==> src/rtl/uart_pkg.sv <==
// Shared definitions for the CoreUART host sequencer: FSM state encoding and
// the default guard length.
package uart_pkg;

  typedef enum logic [1:0] {
    IDLE       = 2'd0,
    WR         = 2'd1,
    RD         = 2'd2,
    GUARD_WAIT = 2'd3
  } state_t;

  localparam int GUARD_DEFAULT = 3;

endpackage

==> src/rtl/uart_sat_cnt.sv <==
// Saturating up-counter with synchronous clear; clear wins over increment.
module uart_sat_cnt #(
  parameter int W = 8
) (
  input  logic         clk,
  input  logic         reset,
  input  logic         clr,
  input  logic         inc,
  output logic [W-1:0] cnt
);

  always_ff @(posedge clk) begin
    if (reset || clr) begin
      cnt <= '0;
    end else if (inc && (cnt != '1)) begin
      cnt <= cnt + W'(1);
    end
  end

endmodule

==> src/rtl/uart_core_host.sv <==
// Host sequencer for the CoreUART parallel port: turns a TX byte stream into
// write strobes and drains received bytes (with error flags) into an RX stream.
import uart_pkg::*;

module uart_core_host #(
  parameter int GUARD = GUARD_DEFAULT,
  parameter int CNT_W = 8
) (
  input  logic             CLK,
  input  logic             RESET,
  input  logic [7:0]       TX_DATA,
  input  logic             TX_VALID,
  output logic             TX_READY,
  output logic [7:0]       RX_DATA,
  output logic             RX_PERR,
  output logic             RX_FERR,
  output logic             RX_VALID,
  input  logic             RX_READY,
  output logic             CSN,
  output logic             WEN,
  output logic             OEN,
  output logic [7:0]       DATA_IN,
  input  logic [7:0]       DATA_OUT,
  input  logic             TXRDY,
  input  logic             RXRDY,
  input  logic             PARITY_ERR,
  input  logic             FRAMING_ERR,
  input  logic             OVERFLOW,
  output logic [CNT_W-1:0] PERR_CNT,
  output logic [CNT_W-1:0] FERR_CNT,
  output logic [CNT_W-1:0] OVF_CNT,
  input  logic             CNT_CLR
);

  localparam logic [3:0] GUARD_LOAD = 4'(GUARD - 1);

  state_t     state;
  state_t     state_nxt;
  logic [3:0] guard_cnt;
  logic       rx_take;
  logic       tx_accept;
  logic       capture;
  logic       ovf_q;

  // A read is only issued when the one-entry RX holding register can take it.
  assign rx_take   = RXRDY & (~RX_VALID | RX_READY);
  assign TX_READY  = (state == IDLE) & TXRDY & ~rx_take;
  assign tx_accept = TX_VALID & TX_READY;
  assign capture   = (state == RD);

  always_comb begin
    state_nxt = state;
    case (state)
      IDLE: begin
        if (rx_take) begin
          state_nxt = RD;
        end else if (tx_accept) begin
          state_nxt = WR;
        end
      end
      WR:         state_nxt = GUARD_WAIT;
      RD:         state_nxt = GUARD_WAIT;
      GUARD_WAIT: begin
        if (guard_cnt == 4'd0) begin
          state_nxt = IDLE;
        end
      end
      default:    state_nxt = IDLE;
    endcase
  end

  always_ff @(posedge CLK) begin
    if (RESET) begin
      state     <= IDLE;
      guard_cnt <= 4'd0;
      CSN       <= 1'b1;
      WEN       <= 1'b1;
      OEN       <= 1'b1;
      DATA_IN   <= 8'h00;
      RX_DATA   <= 8'h00;
      RX_PERR   <= 1'b0;
      RX_FERR   <= 1'b0;
      RX_VALID  <= 1'b0;
      ovf_q     <= 1'b0;
    end else begin
      state <= state_nxt;
      // Strobes are registered from the next state so they are glitch-free
      // and low exactly for the single WR/RD cycle.
      CSN   <= ~((state_nxt == WR) || (state_nxt == RD));
      WEN   <= (state_nxt != WR);
      OEN   <= (state_nxt != RD);

      if ((state_nxt == GUARD_WAIT) && (state != GUARD_WAIT)) begin
        guard_cnt <= GUARD_LOAD;
      end else if ((state == GUARD_WAIT) && (guard_cnt != 4'd0)) begin
        guard_cnt <= guard_cnt - 4'd1;
      end

      if (tx_accept) begin
        DATA_IN <= TX_DATA;
      end

      if (capture) begin
        RX_DATA  <= DATA_OUT;
        RX_PERR  <= PARITY_ERR;
        RX_FERR  <= FRAMING_ERR;
        RX_VALID <= 1'b1;
      end else if (RX_READY) begin
        RX_VALID <= 1'b0;
      end

      ovf_q <= OVERFLOW;
    end
  end

  uart_sat_cnt #(.W(CNT_W)) u_perr_cnt (
    .clk   (CLK),
    .reset (RESET),
    .clr   (CNT_CLR),
    .inc   (capture & PARITY_ERR),
    .cnt   (PERR_CNT)
  );

  uart_sat_cnt #(.W(CNT_W)) u_ferr_cnt (
    .clk   (CLK),
    .reset (RESET),
    .clr   (CNT_CLR),
    .inc   (capture & FRAMING_ERR),
    .cnt   (FERR_CNT)
  );

  uart_sat_cnt #(.W(CNT_W)) u_ovf_cnt (
    .clk   (CLK),
    .reset (RESET),
    .clr   (CNT_CLR),
    .inc   (OVERFLOW & ~ovf_q),
    .cnt   (OVF_CNT)
  );

endmodule

==> config.mk <==
export PLATFORM = sky130hd
export DESIGN_NAME = uart_core_host
export DESIGN_NICKNAME = d
export VERILOG_FILES = /design/src/rtl/uart_pkg.sv /design/src/rtl/uart_sat_cnt.sv /design/src/rtl/uart_core_host.sv
export SDC_FILE = /design/constraint.sdc
export NUM_CORES = 1
export LEC_CHECK = 0
export ABC_AREA = 1
export CAP_MARGIN = 15
export CORE_ASPECT_RATIO = 1.1
export CORE_UTILIZATION = 48
export CTS_CLUSTER_DIAMETER = 60
export CTS_CLUSTER_SIZE = 24
export DETAILED_ROUTE_END_ITERATION = 8
export GPL_TIMING_DRIVEN = 0
export PLACE_DENSITY = 0.8
export SYNTH_ARGS = -nofsm -noshare
export SYNTH_HDL_FRONTEND = slang
export SYNTH_SLANG_ARGS = --single-unit
==> constraint.sdc <==
create_clock -name CLK -period 2.1 [get_ports CLK]
set_input_delay 0.42 -clock CLK [delete_from_list [all_inputs] [get_ports CLK]]
set_output_delay 0.42 -clock CLK [all_outputs]
set_load 0.02 [all_outputs]
==> results.py <==
metrics = {
    "power": {
        "p_leak_nw": 1.459,
        "internal_power_mw": 1.916,
        "pwr_density_cell_mw_per_mm2": 841.8,
        "p_sw_mw": 1.046,
        "p_clk_frac": 0.211,
        "vdd.ir_drop.worst_mv": 0.6248,
        "power_frac_seq": 0.413,
        "p_sw_frac": 0.3530,
        "comb_power_share": 0.376,
    },
    "job": {
        "drv_cap": 0,
    },
    "setup_path": {
        "cp.depth": 11,
        "path_delay_family": "simple AND/OR/NAND/NOR gates",
        "cp_num_buf_inv": 4,
        "r2r_slack_ps": 140,
        "required_ps": 2300,
        "critPathCaptureType": "flop",
        "cp-startpoint": "state[0]",
        "cp-start-kind": "flop",
        "cp_cell_sequence": "inv_1 > ha_2 > nand2_1 > inv_2 > nand3_4 > nand2_1 > inv_2 > nand2_1 > inv_1 > ha_1 > or2_2",
        "cpPeakStageDelay_ps": 350,
        "timing.rr.end": "CSN",
        "endpoint": "CSN",
        "reg2regPathDepth": 11,
        "arrival_ps": 2160,
        "critical_path_class": "reg -> reg",
        "crit_slowest_cell": "dfxtp_1",
        "crit_fanout": 10,
        "r2r-start": "state[0]",
        "critPathMostFrequentCell": "nand2_1",
    },
    "final_layout": {
        "seqCellArea_sq_mm": 0.001061,
        "area_delta_synth_final_pct": 34.55,
        "nNetsFinal": 490,
        "drive_gt1_frac": 0.08553,
        "final_cell_count_no_fill": 528,
        "fillers": 466,
        "multi_input_area_sq_mm": 0.001311,
        "n_antenna_cell": 0,
    },
    "yosys": {
        "synth_cell_type_count": 29,
        "syn_nets": 412,
        "yosysTopAreaCellShare": 0.4057,
        "syn_area_per_cell_sq_um": 6.936,
        "synth.yosys.seq_area_share": 0.4057,
        "yosys-top-cells-area": "dfxtp_1 (41%), nand2_1 (14%), nor2_1 (8.0%), nand3_1 (6.3%), inv_1 (6.2%)",
        "synth_cells": 377,
        "synth_top_cell_by_area": "dfxtp_1",
        "ys_ff_latch": 53,
        "syn_area_sq_mm": 0.002615,
        "synth-warning-count": 0,
    },
    "sta": {
        "fin_ws_ps": 139.8,
        "post-route-period-util": 0.9334,
        "slew_viol_final": 0,
        "period_needed_ps": 1960,
        "slew-limit-headroom": 0.6596,
        "max_freq_mhz": 510.2,
        "timing_hold_violations_final": 0,
        "setup_viol": 0,
        "fin_skew_ps": 9.170,
        "worstMarginPinSlew_ps": 510.6,
        "rsz0062_at_grt": "no",
    },
    "route": {
        "drt_iter0_markers": 95,
        "routed_wl_um": 5813,
        "vias": 2572,
        "dr.pass1.iters": 4,
        "viasPerCell": 4.871,
        "drc": 0,
        "wire_per_inst_um": 11.01,
        "ant_nets": 0,
    },
    "clock_network": {
        "insertion_delay_ps": 300,
        "clk_pin_slew_ps": 90,
        "htreeDepth": 2,
        "postCtsHoldBufs": 0,
        "cts_buffers": 5,
        "clock_path_buffers": 2,
        "cts_tree": "done",
        "cts-root-buf": "clkbuf_8",
        "clkSinkCount": 53,
    },
    "floorplanning": {
        "io_pins": 73,
        "die_x_um": 72.38,
        "die_h_um": 79.42,
        "dieArea_sq_mm": 0.005748,
        "initial_core_util": 0.5093,
        "core_area_sq_mm": 0.005135,
        "rows": 27,
    },
    "grt": {
        "grt_use_total": 0.2238,
        "grt_first_pass_wirelength_um": 10300,
        "antenna_found_initial": 0,
        "overflow": 0,
        "grt_pass1_vias": 2565,
        "grt_max_degree": 16,
    },
    "place": {
        "post-place-ws_ps": -201.6,
        "gp_congestion": 0.8376,
        "dp_hpwl_um": 4373,
        "place_inst": 519,
        "io_buffers": 70,
    },
    "hold_path": {
        "hold_class": "in -> reg",
    },
    "outcome": {
        "status": "complete, no violations",
    },
}
per-layer routing:
| layer | GRT usage | wire, um |
|---|---|---|
| met1 | 0.2498 | 2546 |
| met5 | 0 | 0 |
| met4 | 0.07843 | 53 |
| met3 | 0.04545 | 322 |
| met2 | 0.4150 | 2891 |
synth_stat cells:
cell type and number:
o21ai_0 9, xor2_1 1, nor2_4 2, nor2_2 4, buf_2 4, or2_2 1, nand2_2 1, xnor2_1 1
buf_1 1, nand2_4 4, dfxtp_1 53, nand3_1 33, a31oi_1 1, o21ai_1 2, clkbuf_1 2, nand4_1 10
nand3_4 1, buf_6 1, a21oi_4 1, buf_4 3, nor3_1 3, nand2_1 96, ha_1 9, nand3b_1 4
inv_2 5, a21oi_1 25, inv_1 43, nor2_1 56, nand3_2 1
cell usage in the layout, fill, tap and decap left out, types with 2 or more instances in the layout:
cell type / n
nand2_1: 96
clkdlybuf4s50_1: 69
nor2_1: 56
dfxtp_1: 53
inv_1: 43
nand3_1: 33
a21oi_1: 25
nand4_1: 10
o21ai_0: 9
ha_1: 8
clkbuf_8: 7
inv_2: 5
buf_2: 4
nor2_2: 4
nand2_4: 4
buf_4: 4
nand3b_1: 4
nor3_1: 3
o21ai_1: 2
nor2_4: 2
clkbuf_1: 2
flip-flops by register name, summed over array words and instances (netlist names), 2 cells and up:
name and count:
u_ovf_cnt.cnt 8, state 2, u_ferr_cnt.cnt 8, guard_cnt 4, u_perr_cnt.cnt 8, RX_DATA 8, DATA_IN 8
cell families (layout without fill, tap and decap cells):
kind of cell	Yosys count	after routing	synth area share
AND/OR/NAND/NOR	216	216	0.3732
buffers and inverters	59	138	0.09378
flip-flops	53	53	0.4057
AO/OA/AOI/OAI	38	38	0.07751
adder cells (fa/ha/maj)	9	9	0.04306
XOR/XNOR	2	2	0.006700
power by group through the flow:
stage / Sequential, mW / Combinational [mW] / Clock [mW]
final: 1.22 / 1.11 / 0.624
after detailed placement: 1.24 / 1.10 / 0
after global placement: 1.24 / 1.07 / 0
after global routing: 1.24 / 1.24 / 0.677
after floorplan: 1.37 / 0.552 / 0
after CTS: 1.22 / 1.11 / 0.637
how the worst min path moves through the flow:
stage                     slack, ps          from            to  cells after the start
after floorplan                 440  guard_cnt[0]  guard_cnt[0]                      2
after global placement          450       RX_FERR       RX_FERR                      2
after detailed placement        460       RX_FERR       RX_FERR                      2
after CTS                       440         RESET    DATA_IN[2]                      2
after global routing            470         RESET    DATA_IN[1]                      2
final                           450         RESET    DATA_IN[2]                      2
area by class of cell:
class | instances | share of cell area
Clock inverter | 1 | 0.001422
Multi-Input combinational cell | 265 | 0.3727
Timing Repair Buffer | 71 | 0.2016
Buffer | 11 | 0.01849
Clock buffer | 7 | 0.02738
Sequential cell | 53 | 0.3016
Tap cell | 72 | 0.02560
Inverter | 48 | 0.05121
through the flow:
step / utilization / cell area (sq um) / setup TNS (ps) / power, mW / hold slack [ps]
global placement: 0.6633 / 3406 / -279.9 / 2.308 / 447.0
floorplan: - / 2615 / 0 / 1.925 / 441.8
finish: 0.6852 / 3518 / 0 / 2.962 / 446.3
global route: 0.6852 / 3518 / 0 / 3.148 / 469.7
CTS: 0.6847 / 3516 / 0 / 2.973 / 444.2
detailed placement: 0.6633 / 3406 / -345.5 / 2.346 / 458.8
timing repair:
item | in CTS | in global routing
buffers inserted | 1 | 0
setup endpoints to repair | 1 | 1
gates resized for setup | 3 | 1
endpoints found under the hold margin | 0 | 0
No activity file was read; power rests on OpenSTA's default activity.
==> edit (same settings) <==
Set the parameter `CNT_W` to 9 (it was 8).
--- a/src/rtl/uart_core_host.sv
+++ b/src/rtl/uart_core_host.sv
@@ -6,3 +6,3 @@
   parameter int GUARD = GUARD_DEFAULT,
-  parameter int CNT_W = 8
+  parameter int CNT_W = 9
 ) (
Interface: changed (resized FERR_CNT, OVF_CNT and PERR_CNT); port bits go from 73 to 76. The function was not compared with the original's and may differ.
==> edit against the unedited design <==
- total power up 0.54%
- the flow now finishes with violations (design-rule violations)
- largest power group unchanged
- clock power decreased by 4.5%
- wire length shrank 6.9%
- cell area is 3.7% lower
- setup slack got worse by 0.022 ns
- largest cell class unchanged
- via count shrank 7.2%
- clock skew shrank 0.0066 ns
- area after synthesis fell by 5.3%
- sequential cell count up 3
- final cell count shrank 8.7%
- critical endpoint is now TX_READY
==> edit: results (changes against the unedited design) <==
YS warnings - 0 (unchanged)
Flop2flop setup slack - 0.16 ns (+0.02 ns)
Hold Slack - 0.438 ns (-0.00815 ns)
Worst-skew pair later-pin latency - 0.30 ns (about the same)
Syn_area_per_cell - 7.22 sq um (+4.1%)
Starting DRT DRC Count - 90 (-5.3%)
Placed insts - 474 (-8.7%)
Worst-path clk slew - 0.09 ns (about the same)
H-Tree Depth - 2 (unchanged)
FFs w/ async S/R, synth - 0 (unchanged)
Area contributors post-synth - dfxtp_1 45%, nand2_1 12%, nor2_1 8.2%
Post-CTS setup buffers - 0 (-1)
Clock Tree Root - clkbuf_8
Vias in the first global route - 2099 (-18%)
CTS Buf Count - 5 (unchanged)
Failing checks - design-rule violations
GRT Resource Usage Total - 0.203 (-0.0206)
Peak supply drop - 0.000447 V (-28%)
Post-synth EDFFs - 0 (unchanged)
Measured slew at the worst slew-check pin - 0.470 ns (-0.0410 ns)
Worst Path Max Fanout - 9 (-1)
Commonest cells post-synth - 77 x nand2_1, 56 x dfxtp_1, 54 x nor2_1
Hold Crit Class - in -> reg
Max-slew violations - 0 (unchanged)
First-pass iteration count of the detailed router - 6 (+2)
P_leak - 1.37 nW (-6.2%)
Global placer's final weighted congestion - 0.798 (-4.8%)
Syn_nets - 381 (-7.5%)
Filler Cell Count - 433 (-7.1%)
Non-Filler Instances - 482 (-8.7%)
Diodes inserted - 0 (unchanged)
Outcome - finished, violations left
First-pass GRT wire length - 8970 um (-13%)
Post-DP HPWL - 4060 um (-7.2%)
Largest net degree at the start of global routing - 16 (unchanged)
Max Cap Viol - 0 (unchanged)
DRC violations left - 9 (+9)
Placed Area - 0.00328 sq mm (-3.7%)
Routed vias/inst - 4.95 (+1.6%)
Seq/Total Area, Yosys - 0.453 (+0.0470)
Post-Route WL - 5410 um (-6.9%)
Top Registers - u_ferr_cnt.cnt (9), u_ovf_cnt.cnt (9), u_perr_cnt.cnt (9)
Crit path DAT - 1.56 ns (-0.60 ns)
Share of cells above drive strength 1 - 0.0519 (-0.0336)
Layout Nets - 461 (-5.9%)
Library cells used by synthesis - 27 (-6.9%)
Max Clock Skew - 0.00254 ns (-0.00663 ns)
CTS max path bufs - 2 (unchanged)
Initial antenna violation count - 0 (unchanged)
Buffers on Ports - 73 (+4.3%)
-- edit: changes by cell type after synthesis, sizes merged, moves of 4 or more --
cell   change
buf        -4
inv        -5
nand2     -24
nand3      -7
nand4      -9
nor2       -4
o21ai      +8
-- edit: area by class of cell --
class,count,area (sq um),share of cell area
plain buffers,7,31.3,0.00923
inverters,43,161,0.0476
well taps,58,72.6,0.0214
flip-flops and latches,56,1120,0.331
multi-input cells,237,1190,0.350
repair buffers,73,726,0.214
clock buffers,8,90.1,0.0266
-- edit: what timing repair did --
| item | CTS | global route |
|---|---|---|
| setup endpoints to repair | 1 | 2 |
| hold buffers | 0 | 0 |
| endpoints found under the hold margin | 0 | 0 |
| gates resized for setup | 3 | 5 |
| gates cloned | 0 | 0 |
-- edit: path summary, 6_finish.rpt --
kind | from | end | depth (start not counted)
setup / recovery | state[1]$_SDFF_PP0_ | TX_READY | 5
hold / removal | RESET | DATA_IN[2]$_SDFFE_PP0P_ | 2
setup reg to reg | state[0]$_SDFF_PP0_ | CSN$_SDFF_PP1_ | 8
hold reg to reg | RX_FERR$_SDFFE_PP0P_ | RX_FERR$_SDFFE_PP0P_ | 2
-- edit: per-stage QoR --
| stage | power [mW] | setup slack (ns) | utilization |
|---|---|---|---|
| after detailed placement | 2.39 | -0.317 | 0.656 |
| after CTS | 2.99 | 0.00727 | 0.675 |
| final | 2.98 | 0.118 | 0.678 |
| after global placement | 2.36 | -0.310 | 0.656 |
| after floorplan | 1.97 | 0.298 | - |
| after global routing | 3.19 | -0.00867 | 0.678 |
-- edit: cells by family after synthesis --
logic type / after synthesis / share of synthesized area
adders and majority gates: 12 / 0.0606
xor gates and xnor gates: 1 / 0.00354
DFF: 56 / 0.453
and+or+nand+nor: 174 / 0.299
AOI/OAI and AO/OA: 50 / 0.107
buffers and inverters: 50 / 0.0778
-- edit: critical path, cell delays in order, from the launching register on --
cell and delay (ns):
dfxtp_1 0.34, inv_1 0.09, ha_1 0.23, nand2_1 0.13
a21oi_4 0.24, clkbuf_2 0.22
-- edit: power by group --
| part | leakage (nW) | switching [mW] | internal, mW |
|---|---|---|---|
| clock | 0.0455 | 0.326 | 0.270 |
| sequential | 0.455 | 0.0792 | 1.21 |
| combinational | 0.867 | 0.625 | 0.468 |
| total | 1.37 | 1.03 | 1.95 |
-- edit: per-layer routing --
metal  global-route usage  vias up  part of all wire
li1                     -     1251                 -
met1                0.226     1070              0.43
met2                0.369       59              0.49
met3               0.0584        6             0.063
met4               0.0673        0             0.013
met5                    0        -                 0
